===== src/rtl/trng_ser_pkg.sv =====
// trng_ser_pkg: shared state encodings and framing constants for the TRNG serial scheduler
package trng_ser_pkg;

    typedef enum logic [2:0] {
        PKT_IDLE,
        PKT_SYNC,
        PKT_SEQ,
        PKT_PAYLOAD,
        PKT_CHK
    } pkt_state_t;

    typedef enum logic [1:0] {
        TX_IDLE,
        TX_START,
        TX_DATA,
        TX_STOP
    } tx_state_t;

    localparam int FRAME_BITS = 10;
    localparam logic [7:0] DEF_SYNC_BYTE = 8'hA5;

endpackage


===== src/rtl/trng_uart_tx.sv =====
// trng_uart_tx: 8N1 UART transmitter, one byte per i_load pulse while idle
module trng_uart_tx
    import trng_ser_pkg::*;
#(
    parameter int BAUD_DIV = 833
) (
    input  logic       i_clk,
    input  logic       i_reset_n,
    input  logic       i_load,
    input  logic [7:0] i_byte,
    output logic       o_idle,
    output logic       o_txd
);

    tx_state_t   r_state, w_state_nxt;
    logic [15:0] r_baud;
    logic [2:0]  r_bit;
    logic [7:0]  r_shift;
    logic        r_txd;
    logic        w_tick;
    logic        w_txd_nxt;

    assign w_tick = r_baud == 16'(BAUD_DIV - 1);

    always_comb begin
        w_state_nxt = r_state;
        case (r_state)
            TX_IDLE:  w_state_nxt = i_load ? TX_START : TX_IDLE;
            TX_START: w_state_nxt = w_tick ? TX_DATA : TX_START;
            TX_DATA:  w_state_nxt = (w_tick && r_bit == 3'd7) ? TX_STOP : TX_DATA;
            TX_STOP:  w_state_nxt = w_tick ? TX_IDLE : TX_STOP;
            default:  w_state_nxt = TX_IDLE;
        endcase
    end

    // txd is registered from the next state so the pin never glitches on state changes
    always_comb begin
        w_txd_nxt = 1'b1;
        if (w_state_nxt == TX_START)
            w_txd_nxt = 1'b0;
        else if (w_state_nxt == TX_DATA)
            w_txd_nxt = (r_state == TX_DATA && w_tick) ? r_shift[1] : r_shift[0];
    end

    always_ff @(posedge i_clk or negedge i_reset_n) begin
        if (!i_reset_n) begin
            r_state <= TX_IDLE;
            r_baud  <= '0;
            r_bit   <= '0;
            r_shift <= '0;
            r_txd   <= 1'b1;
        end else begin
            r_state <= w_state_nxt;
            r_txd   <= w_txd_nxt;
            if (r_state == TX_IDLE) begin
                r_baud <= '0;
                r_bit  <= '0;
                if (i_load)
                    r_shift <= i_byte;
            end else begin
                r_baud <= w_tick ? '0 : r_baud + 16'd1;
                if (w_tick && r_state == TX_DATA) begin
                    r_shift <= r_shift >> 1;
                    r_bit   <= r_bit + 3'd1;
                end
            end
        end
    end

    assign o_idle = r_state == TX_IDLE;
    assign o_txd  = r_txd;

endmodule


===== src/rtl/trng_serial_sched.sv =====
// trng_serial_sched: frames TRNG bytes as sync/seq/payload/checksum packets on a UART under RTS
module trng_serial_sched
    import trng_ser_pkg::*;
#(
    parameter int         BAUD_DIV  = 833,
    parameter int         PKT_LEN   = 64,
    parameter logic [7:0] SYNC_BYTE = DEF_SYNC_BYTE
) (
    input  logic        i_clk,
    input  logic        i_reset_n,
    input  logic [7:0]  i_dat,
    input  logic        i_dat_valid,
    output logic        o_dat_ready,
    input  logic        i_serial_rts_n,
    output logic        o_serial_data,
    output logic        o_busy,
    output logic        o_stall,
    output logic [15:0] o_pkt_cnt
);

    pkt_state_t  r_state, w_state_nxt;
    logic        r_rts_s1, r_rts_s2;
    logic [7:0]  r_seq;
    logic [7:0]  r_chk;
    logic [7:0]  r_cnt;
    logic        r_chk_sent;
    logic [15:0] r_pkt_cnt;
    logic        w_idle;
    logic        w_can;
    logic        w_hs;
    logic        w_last;
    logic        w_done;
    logic        w_load;
    logic [7:0]  w_byte;

    // a byte may only be loaded at a byte boundary while the host accepts data
    assign w_can  = w_idle & ~r_rts_s2;
    assign w_hs   = (r_state == PKT_PAYLOAD) & w_can & i_dat_valid;
    assign w_last = r_cnt == 8'(PKT_LEN - 1);
    assign w_done = (r_state == PKT_CHK) & r_chk_sent & w_idle;

    always_comb begin
        w_state_nxt = r_state;
        w_load      = 1'b0;
        w_byte      = SYNC_BYTE;
        case (r_state)
            PKT_IDLE:    w_state_nxt = i_dat_valid ? PKT_SYNC : PKT_IDLE;
            PKT_SYNC: begin
                w_load      = w_can;
                w_state_nxt = w_can ? PKT_SEQ : PKT_SYNC;
            end
            PKT_SEQ: begin
                w_load      = w_can;
                w_byte      = r_seq;
                w_state_nxt = w_can ? PKT_PAYLOAD : PKT_SEQ;
            end
            PKT_PAYLOAD: begin
                w_load      = w_hs;
                w_byte      = i_dat;
                w_state_nxt = (w_hs && w_last) ? PKT_CHK : PKT_PAYLOAD;
            end
            PKT_CHK: begin
                w_load      = w_can & ~r_chk_sent;
                w_byte      = r_chk;
                w_state_nxt = w_done ? PKT_IDLE : PKT_CHK;
            end
            default:     w_state_nxt = PKT_IDLE;
        endcase
    end

    always_ff @(posedge i_clk or negedge i_reset_n) begin
        if (!i_reset_n) begin
            r_state    <= PKT_IDLE;
            r_rts_s1   <= 1'b1;
            r_rts_s2   <= 1'b1;
            r_seq      <= '0;
            r_chk      <= '0;
            r_cnt      <= '0;
            r_chk_sent <= 1'b0;
            r_pkt_cnt  <= '0;
        end else begin
            r_state  <= w_state_nxt;
            r_rts_s1 <= i_serial_rts_n;
            r_rts_s2 <= r_rts_s1;
            if (r_state == PKT_SEQ && w_can)
                r_chk <= r_seq;
            if (w_hs) begin
                r_chk <= r_chk ^ i_dat;
                r_cnt <= w_last ? '0 : r_cnt + 8'd1;
            end
            if (r_state == PKT_CHK && w_load)
                r_chk_sent <= 1'b1;
            if (w_done) begin
                r_chk_sent <= 1'b0;
                r_pkt_cnt  <= r_pkt_cnt + 16'd1;
                r_seq      <= r_seq + 8'd1;
            end
        end
    end

    trng_uart_tx #(
        .BAUD_DIV(BAUD_DIV)
    ) u_tx (
        .i_clk    (i_clk),
        .i_reset_n(i_reset_n),
        .i_load   (w_load),
        .i_byte   (w_byte),
        .o_idle   (w_idle),
        .o_txd    (o_serial_data)
    );

    assign o_dat_ready = (r_state == PKT_PAYLOAD) & w_can;
    assign o_busy      = (r_state != PKT_IDLE) | ~w_idle;
    assign o_stall     = (r_state != PKT_IDLE) & w_idle & r_rts_s2;
    assign o_pkt_cnt   = r_pkt_cnt;

endmodule

===== config.mk =====
export PLATFORM = sky130hd
export DESIGN_NAME = trng_serial_sched
export DESIGN_NICKNAME = d
export VERILOG_FILES = /design/src/rtl/trng_ser_pkg.sv /design/src/rtl/trng_uart_tx.sv /design/src/rtl/trng_serial_sched.sv
export SDC_FILE = /design/constraint.sdc
export NUM_CORES = 1
export LEC_CHECK = 0
export CORE_AREA = 3 3 119 121
export DETAILED_ROUTE_END_ITERATION = 16
export DIE_AREA = 0 0 122 124
export DONT_BUFFER_PORTS = 1
export GPL_ROUTABILITY_DRIVEN = 0
export PLACE_DENSITY = 0.55
export SLEW_MARGIN = 25
export SYNTH_ARGS = -nofsm -noshare
export SYNTH_HDL_FRONTEND = slang
export SYNTH_HIERARCHICAL = 1
export SYNTH_SLANG_ARGS = --single-unit
export TNS_END_PERCENT = 20

===== constraint.sdc =====
create_clock -name i_clk -period 2.3 [get_ports i_clk]
set_clock_uncertainty 0.1 [all_clocks]
set_input_delay 0.23 -clock i_clk [delete_from_list [all_inputs] [get_ports i_clk]]
set_output_delay 0.23 -clock i_clk [all_outputs]
set_load 0.01 [all_outputs]

=== After elaboration in Yosys (flattened, before gate mapping) ===
Cells that the tools add are included.
Widths: inputs -> output; s select.

* Input port bits: 12
* Output and inout port bits: 20
* Bits in read-only memories: 0
* Bits in registers: 76
* RAM bits: 0
* Memories kept: 0
* Bits in latches: 0
* Logic and storage cells: 85

* Reduce and logical (&&, ||, !) cells: 13
* Magnitude comparators: 0
* Div/mod/pow operators: 0
* Bitwise logic cells: 13
* Equal/unequal tests: 13
* Add/subtract/negate cells: 5
* Shift operators: 0
* Multiplexer cells: 28
* $mul: 0

{| class="wikitable"
|+ Operators with widths
! kind !! count
|-
| $mux 8 || 6
|-
| $add 16x1->16 const B || 2
|-
| $mux 16 || 2
|-
| $pmux 8 s3 || 1
|-
| $add 8x1->8 const B || 2
|-
| $eq 16x10->1 const B || 1
|-
| $pmux 3 s5 || 1
|-
| $mux 3 || 4
|-
| $mux 1 || 9
|-
| $and 1x1->1 || 8
|-
| $eq 8x6->1 const B || 1
|-
| $pmux 2 s4 || 1
|-
| $xor 8x8->8 || 1
|-
| $eq 2x2->1 const B || 3
|-
| $eq 3x2->1 const B || 2
|-
| $eq 3x3->1 const B || 2
|-
| $mux 2 || 3
|-
| $reduce_bool 2->1 || 3
|-
| $logic_and 1x1->1 || 5
|-
| $eq 2x1->1 const B || 2
|-
| $add 3x1->3 const B || 1
|-
| $eq 3x1->1 const B || 1
|-
| $logic_not 3->1 || 1
|-
| $not 1->1 || 3
|-
| other kinds (7) || 7
|}

=== Depth between registers and ports, before layout ===
* Depth after elaboration: 10
* Gate-level depth with buffers: 8
* Gate-level depth less buffers: 7

=== Cells and area by module ===
Netlist, hierarchy kept.

{| class="wikitable"
|+ Modules (own cells, without submodules)
! module !! cells an instance !! sequential area each (sq um) !! area each (sq um) !! times used
|-
| trng_serial_sched || 238 || 1,153.6 || 2,382.3 || 1
|-
| trng_uart_tx || 153 || 752.0 || 1,570.3 || 1
|}

=== Least setup slack after synthesis ===
OpenSTA, ideal clock, no wires.

* Path kind: reg-to-reg
* Start: register u_tx.r_state[1]
* End: register r_cnt[6]
* Buffers on the path: 0
* Slack: 165 ps
* Clock period less this slack: 2,135 ps
* Setup time: 125 ps
* Data required time: 2,075 ps
* Arrival time: 1,910 ps
* Stages on the path, launching flop included: 6
* Cells stage by stage: dfrtp_1 -> nor2_1 -> nor3b_1 -> nand4_1 -> nor3_1 -> mux2_2

* Word-level cells in the longest chain between the ends: 4

{| class="wikitable"
|+ Ends and longest elaborated chain
! item !! RTL line !! text
|-
| from (decl) || trng_uart_tx.sv:15 || <nowiki>tx_state_t r_state, w_state_nxt;</nowiki>
|-
| from (signal assigned) || trng_uart_tx.sv:53 || <nowiki>r_state <= w_state_nxt;</nowiki>
|-
| $logic_not 2->1 || trng_uart_tx.sv:70 || <nowiki>assign o_idle = r_state == TX_IDLE;</nowiki>
|-
| named net w_idle || trng_serial_sched.sv:28 || <nowiki>logic w_idle;</nowiki>
|-
| $and 1x1->1 || trng_serial_sched.sv:37 || <nowiki>assign w_can = w_idle & ~r_rts_s2;</nowiki>
|-
| $and 1x1->1 (2 in series) || trng_serial_sched.sv:38 || <nowiki>assign w_hs = (r_state == PKT_PAYLOAD) & w_can & i_dat_valid;</nowiki>
|-
| to (signal assigned) || trng_serial_sched.sv:89 || <nowiki>r_cnt <= w_last ? '0 : r_cnt + 8'd1;</nowiki>
|-
| to (decl) || trng_serial_sched.sv:25 || <nowiki>logic [7:0] r_cnt;</nowiki>
|}

The timed path passes the listed nets, and every way through them passes these cells.
A chain may end at the register's enable or synchronous reset.

=== Final worst setup path ===
* Start: register u_tx.r_state[1]
* End: register r_pkt_cnt[15] (netlist: o_pkt_cnt[15])

* Word-level cells in the longest chain between the ends: 2

{| class="wikitable"
|+ Ends and longest elaborated chain
! item !! RTL line !! text
|-
| $logic_not 2->1 || trng_uart_tx.sv:70 ||
|-
| named net w_idle || trng_serial_sched.sv:28 ||
|-
| $and 1x1->1 || trng_serial_sched.sv:40 || <nowiki>assign w_done = (r_state == PKT_CHK) & r_chk_sent & w_idle;</nowiki>
|-
| to (signal assigned) || trng_serial_sched.sv:95 || <nowiki>r_pkt_cnt <= r_pkt_cnt + 16'd1;</nowiki>
|-
| to (decl) || trng_serial_sched.sv:27 || <nowiki>logic [15:0] r_pkt_cnt;</nowiki>
|}

The timed path passes the listed nets, and every way through them passes these cells.

==> results.yml <==
run_status:
  outcome: "completed"
power_and_ir_drop:
  p_per_area_nw_per_um2: 604
  peakVddDrop_mv: 0.354
  p_leak_nw: 1.92
  power.total_mw: 2.74
global_routing:
  antenna_found_initial: 0
  grt.total_usage_pct: 11.9
  grt_pass1_wl_um: 14600
  gr-total-overflow: 0
  grt_max_degree: 77
  grt_pass1_vias: 2974
layout:
  fill_cells: 1315
  regArea_um2: 1910
  drive_gt1_share_pct: 15.0
  finalNetCount: 421
  area_growth_pct: 14.8
  multiInputGateArea_um2: 1910
  post-route-cell-area_um2: 4540
  diodes: 0
clock_tree:
  insertion_delay_ns: 0.34
  htreeDepth: 3
  cts_buffers: 9
  cts_tree: "yes"
  cts.sinks: 76
  clk_pin_slew_ns: 0.07
  cts.path.max_buffers: 2
  clockRootBuffer: "clkbuf_16"
timing:
  hold_viol: 0
  hold_slack_ns: 0.0298
  setup_viol: 0
  worst_slack_ns: 0.194
  tns_ns: 0
  final_max_slew_viol_count: 0
  tightest_slew_ns: 0.394
  slew_headroom_pct: 73.7
  fin_crit_sh_pct: 91.6
  rsz0062_at_grt: "no"
  finalCriticalPeriod_ns: 2.11
  timing.fmax_mhz: 475
floorplan:
  initial_core_util_pct: 30.0
  die_area_um2: 15100
  die_w_um: 122
  fp-row-count: 42
  boundaryPins: 32
  die_height_um: 124
  core_area_um2: 13200
synthesis:
  synthTopCellsByArea: "dfrtp_1, xnor2_1, nand2_1"
  synthCells: 391
  synth_area_per_cell_um2: 10.1
  synth_top_cell_by_area: "dfrtp_1"
  netlist_area_um2: 3950
  syn_nets: 410
  synth_seq_cells: 76
  synth_commonest_cells: "dfrtp_1, nand2_1, nor2_1"
  synth_top_area_share_pct: 46.2
  dominantRegCellSynth: "dfrtp_1"
  synth_edf_count: 0
  synth_warnings: 6
  yosysUniqueCellTypes: 61
  async_flop_share_pct: 100
  seq_area_frac_synth_pct: 48.2
  synth_most_common_cell: "dfrtp_1"
worst_hold_path:
  worstHoldPathType: "in -> reg"
worst_setup_path:
  cp_max_fo: 4
  worstSetupEndpointType: "register"
  worstSetupPathType: "reg -> reg"
  start_kind: "register"
  crit_required_ns: 2.43
  cp.arrival_ns: 2.23
placement:
  post-dp-hpwl_um: 5960
  portBuffers: 0
  place_area_um2: 4200
  pre_cts_ws_ns: 0.110
routing:
  avgRoutedWirePerCell_um: 14.4
  drcViolationCount: 0
  avgViaCountPerCell: 5.02
  drtAntennaViolNets: 0
  drt_first_pass_iters: 4
  drt_iter0_markers: 102
  wl_um: 8390
  vias: 2928
flow_run:
  cap_violations: 0
## repair_timing
item                                   in CTS  in global routing
hold buffers                                3                  0
setup endpoints to repair                   0                 10
endpoints found under the hold margin      77                  0
buffers inserted                            0                  0
gates resized for setup                     0                  1
## stage by stage
stage,cells,utilization [%]
CTS,583,34.3
finish,583,34.4
global placement,564,31.8
detailed placement,564,31.8
global route,583,34.4
floorplan,391,-
## flip-flops by register name (all words and copies together), names as in the netlist
name / flops
r_seq: 8
r_state: 3
r_chk_sent: 1
o_pkt_cnt: 16
r_cnt: 8
u_tx/r_state: 2
u_tx/r_baud: 16
u_tx/r_shift: 8
r_rts_s2: 1
r_rts_s1: 1
r_chk: 8
u_tx/o_txd: 1
u_tx/r_bit: 3
## cell usage in the layout (no fill, tap or decap), types with 3 or more instances in the layout
cell type,instances
a22oi_1,5
dfstp_2,3
buf_4,14
o221a_1,7
xor2_1,13
o22ai_1,4
o21ai_0,6
o311ai_0,8
or2_2,11
inv_6,5
a21oi_1,10
ha_1,7
o22a_1,5
nand2_1,36
nand4_1,17
clkbuf_16,9
nor2_1,29
and3_1,5
inv_1,17
mux2_2,4
xnor2_1,24
nand2b_1,5
and2_1,3
nand3_1,15
nor3_1,7
dfrtp_1,73
nor4_1,4
o211ai_1,9
and4_1,3
nor2b_1,6
## cell families after synthesis
logic type / share of synthesized area, %
and+or+nand+nor: 23.6
DFF: 48.2
AOI/OAI and AO/OA: 12.5
xor gates and xnor gates: 8.20
buffers and inverters: 3.58
adders and majority gates: 2.22
muxes: 1.65
## worst max-delay path, stage by stage (launching register included)
cell	delay, ns
dfrtp_1	0.38
nor2_1	0.26
nand4bb_1	0.18
nor4_1	0.31
buf_4	0.19
or3b_2	0.45
xnor2_1	0.13
## per-layer routing
metal	vias up	GRT usage [%]	share of wire (%)
met3	11	3.18	3.9
met4	0	4.69	1.6
li1	1442	-	-
met5	-	0	0
met2	33	19.1	46
met1	1442	15.5	48
## power by group
part           internal, mW  total [mW]  switching [mW]
clock network         0.748        1.35           0.603
logic                0.0128      0.0490          0.0361
registers              1.34        1.34         0.00190
total                  2.10        2.74           0.641
## worst paths after layout
kind,startpoint,endpoint,slack (ns),cells past startpoint
min in group asynchronous,i_reset_n,u_tx/r_baud[9],0.33,2
min,i_dat_valid,r_state[0],0.03,2
min reg2reg,r_rts_s1,r_rts_s2,0.27,0
max,u_tx/r_state[1],o_pkt_cnt[15],0.19,6
max reg2reg,u_tx/r_state[1],o_pkt_cnt[15],0.19,6
max in group asynchronous,i_reset_n,r_rts_s1,1.39,2
## cell type report
cell class                      count  share of cell area [%]
Tap cell                          176                    4.86
Inverter                           17                    1.41
Clock buffer                        9                    4.97
Sequential cell                    76                    42.0
Multi-Input combinational cell    281                    42.2
Timing Repair Buffer               17                    3.37
Clock inverter                      7                    1.24
Note: power is estimated with default switching activity, not from simulation.
